[config.mk]
export PLATFORM = sky130hd
export DESIGN_NAME = mhp_responder_flat
export DESIGN_NICKNAME = d
export VERILOG_FILES = /design/src/rtl/mhp_pkg.sv /design/src/rtl/mhp_responder_if.sv /design/src/rtl/mhp_tx_serializer.sv /design/src/rtl/mhp_responder.sv /design/src/flat_wrapper.sv
export SDC_FILE = /design/constraint.sdc
export NUM_CORES = 1
export LEC_CHECK = 0
export CAP_MARGIN = 10
export CORE_ASPECT_RATIO = 0.9
export CORE_MARGIN = 5
export CORE_UTILIZATION = 63
export CTS_CLUSTER_DIAMETER = 120
export DETAILED_ROUTE_END_ITERATION = 8
export PLACE_DENSITY = 0.92
export RECOVER_POWER = 100
export SYNTH_ARGS = -nofsm -noshare
export SYNTH_HDL_FRONTEND = slang
export SYNTH_SLANG_ARGS = --single-unit
[constraint.sdc]
create_clock -name i_clk -period 8.8 [get_ports i_clk]
set_input_delay 1.76 -clock i_clk [delete_from_list [all_inputs] [get_ports i_clk]]
set_output_delay 1.76 -clock i_clk [all_outputs]
set_load 0.005 [all_outputs]
[src/rtl/mhp_pkg.sv]
// Shared MHP link definitions: frame type codes, header constants and FSM state encoding.
// Imported by the responder top and its transmit serializer.
package mhp_pkg;

   localparam int          HDR_BYTES = 9;
   localparam int          RX_KEEP   = 14;
   localparam logic [15:0] BROADCAST = 16'hFFFF;

   typedef enum logic [6:0] {
      PING        = 7'h01,
      PONG        = 7'h02,
      ADDR_REQ    = 7'h03,
      ADDR_ASSIGN = 7'h04,
      TASK        = 7'h0D,
      ADD_RESULT  = 7'h0E,
      READY       = 7'h12,
      READY_ACK   = 7'h13
   } mhp_type_e;

   typedef enum logic [2:0] {
      ST_IDLE,
      ST_RX,
      ST_DECODE,
      ST_TX_A,
      ST_TX_B
   } state_e;

   // Everything the serializer needs to build one reply; payload[7:0] is payload byte 0.
   typedef struct packed {
      logic [6:0]  kind;
      logic [15:0] dst;
      logic [15:0] src;
      logic [39:0] payload;
   } reply_hdr_t;

   function automatic logic [7:0] sat_inc(input logic [7:0] v);
      return (v == 8'hFF) ? v : v + 8'd1;
   endfunction

endpackage

[src/rtl/mhp_responder_if.sv]
// Byte-wide eth read/write link: receive-FIFO pop port plus transmit wvalid/wready port.
// master is the responder side, slave is the FIFO/transmitter side.
interface mhp_responder_if;
   logic [7:0] i_rdata;
   logic       i_rready;
   logic       o_rreq;
   logic [7:0] o_wdata;
   logic       i_wready;
   logic       o_wvalid;

   modport master (
      input  i_rdata, i_rready, i_wready,
      output o_rreq, o_wdata, o_wvalid
   );

   modport slave (
      output i_rdata, i_rready, i_wready,
      input  o_rreq, o_wdata, o_wvalid
   );
endinterface

[src/rtl/mhp_tx_serializer.sv]
// Emits one zero-padded MHP reply frame (9 header bytes + PAYLOAD_BYTES) under wvalid/wready.
// Header fields are captured on i_start; o_done pulses in the cycle the last byte transfers.
module mhp_tx_serializer
   import mhp_pkg::*;
#(
   parameter int PAYLOAD_BYTES = 37
) (
   input  logic       i_clk,
   input  logic       i_rst,
   input  logic       i_start,
   input  reply_hdr_t i_hdr,
   input  logic       i_wready,
   output logic       o_wvalid,
   output logic [7:0] o_wdata,
   output logic       o_done
);

   localparam int              FRAME_BYTES = HDR_BYTES + PAYLOAD_BYTES;
   localparam int              IW          = $clog2(FRAME_BYTES);
   localparam logic [IW-1:0]   LAST        = IW'(FRAME_BYTES - 1);
   localparam logic [15:0]     SIZE_FIELD  = 16'(PAYLOAD_BYTES);

   reply_hdr_t    hdr_q, hdr_d;
   logic [IW-1:0] idx_q, idx_d, idx_nxt;
   logic          wvalid_q, wvalid_d;
   logic [7:0]    wdata_q, wdata_d;
   logic          xfer;

   function automatic logic [7:0] frame_byte(input logic [IW-1:0] idx, input reply_hdr_t h);
      int i;
      i = int'(idx);
      frame_byte = 8'h00;
      unique case (i)
         2:       frame_byte = h.dst[15:8];
         3:       frame_byte = h.dst[7:0];
         4:       frame_byte = h.src[15:8];
         5:       frame_byte = h.src[7:0];
         6:       frame_byte = SIZE_FIELD[15:8];
         7:       frame_byte = SIZE_FIELD[7:0];
         8:       frame_byte = {1'b0, h.kind};
         default: if (i >= HDR_BYTES && i < HDR_BYTES + 5) frame_byte = h.payload[8*(i-HDR_BYTES) +: 8];
      endcase
   endfunction

   assign xfer    = wvalid_q && i_wready;
   assign idx_nxt = idx_q + IW'(1);

   always_comb begin
      hdr_d    = hdr_q;
      idx_d    = idx_q;
      wvalid_d = wvalid_q;
      wdata_d  = wdata_q;
      if (i_start) begin
         hdr_d    = i_hdr;
         idx_d    = '0;
         wvalid_d = 1'b1;
         wdata_d  = frame_byte('0, i_hdr);
      end else if (xfer) begin
         if (idx_q == LAST) begin
            wvalid_d = 1'b0;
            wdata_d  = 8'h00;
         end else begin
            idx_d   = idx_nxt;
            wdata_d = frame_byte(idx_nxt, hdr_q);
         end
      end
   end

   // NOTE: sequential state is only ever updated with non-blocking assignments.
   always_ff @(posedge i_clk) begin
      if (i_rst) begin
         hdr_q    <= '0;
         idx_q    <= '0;
         wvalid_q <= 1'b0;
         wdata_q  <= 8'h00;
      end else begin
         hdr_q    <= hdr_d;
         idx_q    <= idx_d;
         wvalid_q <= wvalid_d;
         wdata_q  <= wdata_d;
      end
   end

   assign o_wvalid = wvalid_q;
   assign o_wdata  = wdata_q;
   assign o_done   = xfer && (idx_q == LAST);

endmodule

[src/rtl/mhp_responder.sv]
// MHP host responder: drains one frame, decodes it, answers address/ready/ping requests,
// checks returned add results and keeps saturating pass/fail/drop statistics.
module mhp_responder
   import mhp_pkg::*;
#(
   parameter logic [15:0] BASE_ADDR     = 16'h0010,
   parameter int          PAYLOAD_BYTES = 37
) (
   input  logic            i_clk,
   input  logic            i_rst,
   mhp_responder_if.master eth,
   input  logic [15:0]     i_node_addr,
   input  logic [15:0]     i_op_a,
   input  logic [15:0]     i_op_b,
   output logic            o_busy,
   output logic [7:0]      o_pass_cnt,
   output logic [7:0]      o_fail_cnt,
   output logic [7:0]      o_drop_cnt
);

   state_e      state_q, state_d;
   logic [3:0]  rx_cnt_q, rx_cnt_d;
   logic        pend_q, pend_d;
   logic [7:0]  rx_buf_q [RX_KEEP];
   logic [7:0]  rx_buf_d [RX_KEEP];
   logic [15:0] next_addr_q, next_addr_d;
   logic        exp_valid_q, exp_valid_d;
   logic [15:0] op_a_q, op_a_d, op_b_q, op_b_d;
   logic [7:0]  pass_q, pass_d, fail_q, fail_d, drop_q, drop_d;

   logic        rreq, tx_start, tx_done, accept;
   reply_hdr_t  tx_hdr;
   logic [15:0] rx_dst, rx_src, rx_word, expected;
   logic [6:0]  rx_type;
   logic        rx_dir;

   assign rx_dst   = {rx_buf_q[2], rx_buf_q[3]};
   assign rx_src   = {rx_buf_q[4], rx_buf_q[5]};
   assign rx_dir   = rx_buf_q[8][7];
   assign rx_type  = rx_buf_q[8][6:0];
   assign rx_word  = {rx_buf_q[10], rx_buf_q[9]};
   assign expected = op_a_q + op_b_q;
   assign accept   = (rx_cnt_q >= 4'(HDR_BYTES)) && rx_dir &&
                     (rx_dst == BROADCAST || rx_dst == i_node_addr) &&
                     (rx_type inside {ADDR_REQ, READY, PING, ADD_RESULT});

   always_ff @(posedge i_clk) begin
      if (i_rst) state_q <= ST_IDLE;
      else       state_q <= state_d;
   end

   always_comb begin
      state_d = state_q;
      unique case (state_q)
         ST_IDLE:   if (eth.i_rready) state_d = ST_RX;
         ST_RX:     if (!eth.i_rready) state_d = ST_DECODE;
         ST_DECODE: state_d = (accept && rx_type != ADD_RESULT) ? ST_TX_A : ST_IDLE;
         ST_TX_A:   if (tx_done) state_d = (rx_type == READY) ? ST_TX_B : ST_IDLE;
         ST_TX_B:   if (tx_done) state_d = ST_IDLE;
         default:   state_d = ST_IDLE;
      endcase
   end

   // NOTE: every always_comb output gets a default first so no path can infer a latch.
   always_comb begin
      rreq       = 1'b0;
      tx_start   = 1'b0;
      tx_hdr     = '0;
      tx_hdr.src = i_node_addr;
      tx_hdr.dst = rx_src;
      unique case (state_q)
         ST_IDLE, ST_RX: rreq = eth.i_rready && !i_rst;
         ST_DECODE: begin
            tx_start = accept && (rx_type != ADD_RESULT);
            case (rx_type)
               ADDR_REQ: begin
                  tx_hdr.kind    = ADDR_ASSIGN;
                  tx_hdr.dst     = BROADCAST;
                  tx_hdr.payload = {24'h0, next_addr_q};
               end
               READY:    tx_hdr.kind = READY_ACK;
               PING: begin
                  tx_hdr.kind    = PONG;
                  tx_hdr.payload = {16'h0, rx_buf_q[11], rx_buf_q[10], rx_buf_q[9]};
               end
               default: ;
            endcase
         end
         ST_TX_A: begin
            // The task follows the ack back to back, so it is launched on the ack's done.
            tx_start       = tx_done && (rx_type == READY);
            tx_hdr.kind    = TASK;
            tx_hdr.payload = {op_b_q, op_a_q, 8'h01};
         end
         default: ;
      endcase
   end

   always_comb begin
      rx_cnt_d    = rx_cnt_q;
      pend_d      = rreq;
      rx_buf_d    = rx_buf_q;
      next_addr_d = next_addr_q;
      exp_valid_d = exp_valid_q;
      op_a_d      = op_a_q;
      op_b_d      = op_b_q;
      pass_d      = pass_q;
      fail_d      = fail_q;
      drop_d      = drop_q;
      if (state_q == ST_IDLE) rx_cnt_d = '0;
      if (pend_q) begin
         if (rx_cnt_q < 4'(RX_KEEP)) rx_buf_d[rx_cnt_q] = eth.i_rdata;
         if (rx_cnt_q != 4'hF)       rx_cnt_d = rx_cnt_q + 4'd1;
      end
      if (state_q == ST_DECODE) begin
         if (!accept) begin
            drop_d = sat_inc(drop_q);
         end else begin
            case (rx_type)
               ADDR_REQ: next_addr_d = next_addr_q + 16'd1;
               READY: begin
                  op_a_d      = i_op_a;
                  op_b_d      = i_op_b;
                  exp_valid_d = 1'b1;
               end
               ADD_RESULT: begin
                  if (!exp_valid_q)           drop_d = sat_inc(drop_q);
                  else if (rx_word == expected) pass_d = sat_inc(pass_q);
                  else                        fail_d = sat_inc(fail_q);
                  exp_valid_d = 1'b0;
               end
               default: ;
            endcase
         end
      end
   end

   always_ff @(posedge i_clk) begin
      if (i_rst) begin
         rx_cnt_q    <= '0;
         pend_q      <= 1'b0;
         next_addr_q <= BASE_ADDR;
         exp_valid_q <= 1'b0;
         op_a_q      <= '0;
         op_b_q      <= '0;
         pass_q      <= '0;
         fail_q      <= '0;
         drop_q      <= '0;
      end else begin
         rx_cnt_q    <= rx_cnt_d;
         pend_q      <= pend_d;
         next_addr_q <= next_addr_d;
         exp_valid_q <= exp_valid_d;
         op_a_q      <= op_a_d;
         op_b_q      <= op_b_d;
         pass_q      <= pass_d;
         fail_q      <= fail_d;
         drop_q      <= drop_d;
      end
   end

   // NOTE: the frame buffer has no reset; rx_cnt_q gates every use of its contents.
   always_ff @(posedge i_clk) begin
      rx_buf_q <= rx_buf_d;
   end

   mhp_tx_serializer #(.PAYLOAD_BYTES(PAYLOAD_BYTES)) u_tx (
      .i_clk    (i_clk),
      .i_rst    (i_rst),
      .i_start  (tx_start),
      .i_hdr    (tx_hdr),
      .i_wready (eth.i_wready),
      .o_wvalid (eth.o_wvalid),
      .o_wdata  (eth.o_wdata),
      .o_done   (tx_done)
   );

   assign eth.o_rreq = rreq;
   assign o_busy     = (state_q != ST_IDLE);
   assign o_pass_cnt = pass_q;
   assign o_fail_cnt = fail_q;
   assign o_drop_cnt = drop_q;

endmodule

[src/flat_wrapper.sv]
// flat-port wrapper written by rule: the top's interface ports become plain ports
module mhp_responder_flat import mhp_pkg::*;
#(
   parameter logic [15:0] BASE_ADDR     = 16'h0010,
   parameter int          PAYLOAD_BYTES = 37
)
  (i_clk, i_rst, i_node_addr, i_op_a, i_op_b, o_busy, o_pass_cnt, o_fail_cnt, o_drop_cnt, eth_i_rdata, eth_i_rready, eth_i_wready, eth_o_rreq, eth_o_wdata, eth_o_wvalid);
  mhp_responder_if eth_i ();
  input  logic i_clk;
  input  logic i_rst;
  input  logic [15:0] i_node_addr;
  input  logic [15:0] i_op_a;
  input  logic [15:0] i_op_b;
  output logic o_busy;
  output logic [7:0] o_pass_cnt;
  output logic [7:0] o_fail_cnt;
  output logic [7:0] o_drop_cnt;
  input wire logic [$bits(eth_i.i_rdata)-1:0] eth_i_rdata;
  input wire logic [$bits(eth_i.i_rready)-1:0] eth_i_rready;
  input wire logic [$bits(eth_i.i_wready)-1:0] eth_i_wready;
  output wire logic [$bits(eth_i.o_rreq)-1:0] eth_o_rreq;
  output wire logic [$bits(eth_i.o_wdata)-1:0] eth_o_wdata;
  output wire logic [$bits(eth_i.o_wvalid)-1:0] eth_o_wvalid;
  assign eth_i.i_rdata = eth_i_rdata;
  assign eth_i.i_rready = eth_i_rready;
  assign eth_i.i_wready = eth_i_wready;
  assign eth_o_rreq = eth_i.o_rreq;
  assign eth_o_wdata = eth_i.o_wdata;
  assign eth_o_wvalid = eth_i.o_wvalid;
  mhp_responder #(.BASE_ADDR(BASE_ADDR), .PAYLOAD_BYTES(PAYLOAD_BYTES)) u_core (.i_clk(i_clk), .i_rst(i_rst), .eth(eth_i), .i_node_addr(i_node_addr), .i_op_a(i_op_a), .i_op_b(i_op_b), .o_busy(o_busy), .o_pass_cnt(o_pass_cnt), .o_fail_cnt(o_fail_cnt), .o_drop_cnt(o_drop_cnt));
endmodule
==> impl_metrics.toml, run 1 <==
[status]
status = "complete, but fails checks"
violations = "max-capacitance violations, max-slew violations"

[synthesis]
yosysTopAreaCell = "dfxtp_1"
netlist_area_um2 = 11300
synth_edf_count = 64
synthTopCellsByArea = "dfxtp_1, edfxtp_1, nand2_1"
synth_flop_cell = "dfxtp_1"
synth_seq_area_share = 0.479
ys_ff_latch = 237
yosysMostFrequentCell = "dfxtp_1"
yosys_warnings = 0
synth_common_cells = "dfxtp_1, nand2_1, nor2_1"
synth_cell_types = 70
ys_async_sr_fraction = 0
netlist_instances = 1207
synth_fp_nets = 1298
avgSynthCellArea_um2 = 9.32
synth_top_area_share = 0.308

[cts]
post-cts-setup-buffers = 0
cts-root-buf = "clkbuf_16"
cts.path.max_buffers = 3
cts_tree = "built"
ctsResizeCount = 0
ctsHoldBuffers = 0
cts.sinks = 237
cts_inserted_buffers = 24
path_clk_slew_ns = 0.07
htree_levels = 1
clock_latency_ns = 0.53

[worst_setup_path]
rrSetupSlack_ns = 3.23
startpoint_type = "input pin"
path_max_fanout = 68
worstPathRequired_ns = 9.17
critPathKind = "in -> reg"
cp-end-kind = "flop"
arrival_ns = 6.52

[place]
io_buffers = 94
dpl.hpwl_mm = 21.5
place_congestion = 1.01

[routing]
wl_mm = 31.7
drtAntennaViolNets = 0
viasPerCell = 6.51
route.met3.wl_mm = 2.90
met2_length_mm = 14.9
drc_errors = 0
top_layer = "met4"
first_pass_iters = 8
met1_length_mm = 12.7
wire_per_inst_um = 20.9
vias = 9887
first_iter_violations = 1541

[sta]
period_share = 0.699
hold_viol_final = 0
final_max_slew_viol_count = 102
tns_ns = 0
period_needed_ns = 6.15
worstMarginPinSlew_ns = 2.76
setup_viol = 0
fmax_mhz = 163
slew_headroom = -0.838
rsz0062_at_grt = "false"
fin_skew_ns = 0.0156

[finish]
drive_gt1_frac = 0.0673
syn2layout_area_growth_pct = 16.3
fillers = 1131
nNetsFinal = 1350

[floorplanning]
top_level_ports = 95
die_y_um = 137
die_w_um = 151
start_util = 0.639
die-area_um2 = 20600
coreArea_um2 = 17600
rows = 46

[grt]
grt_max_degree = 94
grt_usage = 0.301
grt_pass1_wl_mm = 49.4
grt_pass1_vias = 9382
antenna_found_initial = 0
gr-total-overflow = 0

[power]
ir_worst_vdd_mv = 0.121
power_leakage_nw = 4.66
power_w = 0.00230
power.density_nw_per_um2 = 176

[hold_path]
hold_path.class = "reg -> reg"

[run]
cap_violations = 2
[cell type report]
type / count / area (um^2) / share of cell area
antenna: 1 / 2.50 / 0.000191
clock buffer: 24 / 601 / 0.0459
clock inverter: 20 / 265 / 0.0203
inverter: 19 / 71.3 / 0.00545
multi-input combinational: 879 / 5500 / 0.420
sequential: 237 / 5390 / 0.411
tap: 240 / 300 / 0.0229
timing repair buffer: 98 / 961 / 0.0734
[cells by family (layout without fill, tap and decap cells)]
group	after synthesis	after routing	share of synthesized area
AOI/OAI and AO/OA	228	228	0.137
xor gates and xnor gates	55	55	0.0428
adders and majority gates	31	31	0.0351
buffers and inverters	91	161	0.0326
DFF	237	237	0.479
muxes	47	47	0.0526
other	0	1	0
and+or+nand+nor	518	518	0.221
[critical path, stage by stage]
cell and delay (ns):
dlygate4sd3_1 0.57, xor2_1 0.18, nor4_1 0.35, nand4_1 0.25, a21o_1 0.27, nor3_1 1.05
a31oi_4 -0.01, clkbuf_1 1.05, a211oi_1 0.87, nor3_1 0.13
[worst paths after layout]
check	end	depth (start not counted)	startpoint
worst max-delay path	u_core.u_tx.hdr_q[13]$_SDFFE_PP0P_	10	i_node_addr[2]
worst max register to register	u_core.u_tx.o_wdata[2]$_SDFFE_PP0P_	7	u_core.rx_buf_q[41]$_DFFE_PP_
worst min register to register	u_core.u_tx.o_wdata[2]$_SDFFE_PP0P_	2	u_core.u_tx.o_wdata[2]$_SDFFE_PP0P_
worst min-delay path	u_core.u_tx.o_wdata[2]$_SDFFE_PP0P_	2	u_core.u_tx.o_wdata[2]$_SDFFE_PP0P_
[through the flow]
stage | cell area, um^2 | hold WS [ns] | instances | utilization | worst slack [ns]
6_report | 13100 | 0.457 | 1518 | 0.743 | 2.65
5_1_grt | 13100 | 0.475 | 1517 | 0.743 | 2.37
4_1_cts | 13100 | 0.459 | 1517 | 0.744 | 3.81
3_5_place_dp | 12200 | 0.450 | 1473 | 0.695 | 3.43
3_3_place_gp | 12200 | 0.440 | 1473 | 0.695 | 3.57
2_1_floorplan | 11300 | 0.426 | 1207 | - | 4.34
[state kept, by name, summed over array words and instances (netlist names), 4 cells and up]
name	flops
u_core.next_addr_q	16
u_core.o_fail_cnt	8
u_core.u_tx.hdr_q	77
u_core.u_tx.idx_q	6
u_core.op_b_q	16
u_core.rx_buf_q	64
u_core.rx_cnt_q	4
u_core.o_pass_cnt	8
u_core.u_tx.o_wdata	8
u_core.o_drop_cnt	8
u_core.op_a_q	16
[where the power goes]
part	internal (W)	switching, W
combinational	0.0000317	0.0000375
sequential	0.00112	0.00000337
clock	0.000655	0.000453
[layout by cell type, fill, tap and decap left out, drive strengths merged, types with 11 or more instances in the layout]
cell type,n
dfxtp,173
a22o,16
nand4,32
xor2,35
nand3,34
ha,30
a21oi,94
nor3,70
clkbuf,26
nor2b,25
dlygate4sd3,44
o21ai,19
and3,16
or3,11
clkdlybuf4s50,49
mux2,17
or4,11
a221oi,11
inv,20
mux2i,22
nand2,162
xnor2,20
a211oi,13
edfxtp,64
nor2,112
[routing by layer]
| layer | global-route usage | vias to the layer above |
|---|---|---|
| met5 | 0 | - |
| met2 | 0.488 | 597 |
| met3 | 0.0530 | 105 |
| met4 | 0.101 | 0 |
| li1 | - | 4486 |
| met1 | 0.412 | 4699 |
No activity file was read; power rests on OpenSTA's default activity.
==> inputs of run 2 (changes only) <==
- CORE_UTILIZATION: 63 -> 58
- PLACE_DENSITY: 0.92 -> 0.86
- clock period: 8.8 -> 6.3 ns (I/O delays scaled with it)
==> impl_metrics.toml, run 2 (synthesized netlist as in run 1, its figures left out) <==
[status]
status = "complete, but fails checks"
violations = "max-capacitance violations, max-slew violations"

[sta]
rsz0062_at_grt = "false"
fmax_mhz = 203
setup_viol = 0
period_needed_ns = 4.94
slew_headroom = -0.0347
hold_viol_final = 0
tns_ns = 0
final_max_slew_viol_count = 33
fin_skew_ns = 0.0253
layout_setup_ws_ns = 1.36
worstMarginPinSlew_ns = 1.55
period_share = 0.783

[power]
power_leakage_nw = 4.66
power_w = 0.00312
power.density_nw_per_um2 = 239
ir_worst_vdd_mv = 0.173

[hold_path]
min_to = "u_core.u_tx.o_wdata[5]$_SDFFE_PP0P_"
hold_path.class = "reg -> reg"
min_path_cells = 2
holdCritStartpoint = "u_core.u_tx.o_wdata[5]$_SDFFE_PP0P_"

[worst_setup_path]
r2r_cells = 9
cp-end-kind = "flop"
reg2reg_to = "u_core.u_tx.hdr_q[8]$_SDFFE_PP0P_"
path_cells = "dlygate4sd3_1 > xor2_1 > nor4_1 > nand4_1 > a21o_1 > nor3_1 > a31oi_4 > clkbuf_2 > a211oi_1 > nor3_1"
rrSetupSlack_ns = 1.94
startpoint_type = "input pin"
arrival_ns = 5.30
crit_path_frequent_cell = "nor3_1"
slowest_stage = "nor3_1"
path_max_fanout = 68
cp_slowest_stage_delay_ns = 1.01
rr_startpoint = "u_core.rx_buf_q[41]$_DFFE_PP_"
worstPathRequired_ns = 6.66
critPathKind = "in -> reg"

[grt]
gr-total-overflow = 0
grt_usage = 0.266
grt_pass1_vias = 9065
grt_pass1_wl_mm = 48.0
grt_max_degree = 102
antenna_found_initial = 0

[place]
dpl.hpwl_mm = 21.5
io_buffers = 94
place_congestion = 0.943
pre_cts_ws_ns = 1.70

[routing]
viasPerCell = 6.22
first_pass_iters = 6
first_iter_violations = 1118
wire_per_inst_um = 19.8
wl_mm = 30.3
drtAntennaViolNets = 0
drc_errors = 0
vias = 9505

[floorplanning]
rows = 48
top_level_ports = 95
die_y_um = 142
coreArea_um2 = 19200
die_w_um = 157
start_util = 0.587
die-area_um2 = 22300

[cts]
post-cts-setup-buffers = 0
cts-root-buf = "clkbuf_16"
cts_tree = "built"
path_clk_slew_ns = 0.07
ctsHoldBuffers = 0
htree_levels = 1
cts_inserted_buffers = 24
clock_latency_ns = 0.53
cts.path.max_buffers = 3
cts.sinks = 237
ctsResizeCount = 0

[finish]
drive_gt1_frac = 0.0689
antennaDiodeCount = 0
largest_register_ffs = 77
reg.largest.list = "u_core.u_tx.hdr_q: 77 flops, u_core.rx_buf_q: 64 flops"
most-common-layout-cells = "dfxtp_1, nand2_1, nor2_1, a21oi_1, nor3_1"
syn2layout_area_growth_pct = 16.2
nNetsFinal = 1351
top_register = "u_core.u_tx.hdr_q"
final_common_cell = "dfxtp_1"
fillers = 1442

[run]
cap_violations = 1
## run 2: how the worst max path moves through the flow
stage                                             start                                 end  slack [ns]
after floorplan                          i_node_addr[0]  u_core.u_tx.hdr_q[31]$_SDFFE_PP0P_        2.74
after global placement                  i_node_addr[11]  u_core.u_tx.hdr_q[34]$_SDFFE_PP0P_        1.82
after detailed placement                i_node_addr[11]  u_core.u_tx.hdr_q[34]$_SDFFE_PP0P_        1.70
after CTS                 u_core.op_b_q[0]$_SDFFE_PP0P_   u_core.o_pass_cnt[0]$_SDFFE_PP0P_        2.11
after global routing                     i_node_addr[4]   u_core.u_tx.hdr_q[8]$_SDFFE_PP0P_        1.05
final                                    i_node_addr[4]   u_core.u_tx.hdr_q[8]$_SDFFE_PP0P_        1.36
## run 2: critical path, delay by kind of cell
kind / cells / cell delay, ns
AOI/OAI and AO/OA: 3 / 0.92
xor gates and xnor gates: 1 / 0.18
buffers and inverters: 2 / 1.33
and+or+nand+nor: 4 / 1.59
## run 2: per-stage QoR
stage | cells | util | instance area, um^2 | hold slack [ns]
after floorplan | 1207 | - | 11300 | 0.426
after global placement | 1484 | 0.640 | 12300 | 0.438
after detailed placement | 1484 | 0.640 | 12300 | 0.446
after CTS | 1528 | 0.683 | 13100 | 0.454
after global routing | 1528 | 0.682 | 13100 | 0.470
final | 1528 | 0.682 | 13100 | 0.454
## run 2: metal layers
metal	vias up	track usage	wire, um
li1	4484	-	-
met1	4517	0.374	13100
met2	433	0.425	14000
met3	71	0.0441	2280
met4	0	0.0817	897
met5	-	0	0
## run 2: final cells by class
class                      count  area, um^2  area share
timing repair buffer          99         973      0.0745
clock inverter                13         121     0.00929
multi-input combinational    879        5510       0.421
tap                          250         313      0.0239
inverter                      19        71.3     0.00546
clock buffer                  31         701      0.0536
sequential                   237        5390       0.412
## run 2: power breakdown
part            total, W  internal [W]  switching, W  leakage [nW]
sequential       0.00157       0.00156    0.00000461          1.97
combinational  0.0000955     0.0000440     0.0000515          2.29
clock            0.00146      0.000838      0.000617         0.396
total            0.00312       0.00245      0.000674          4.66
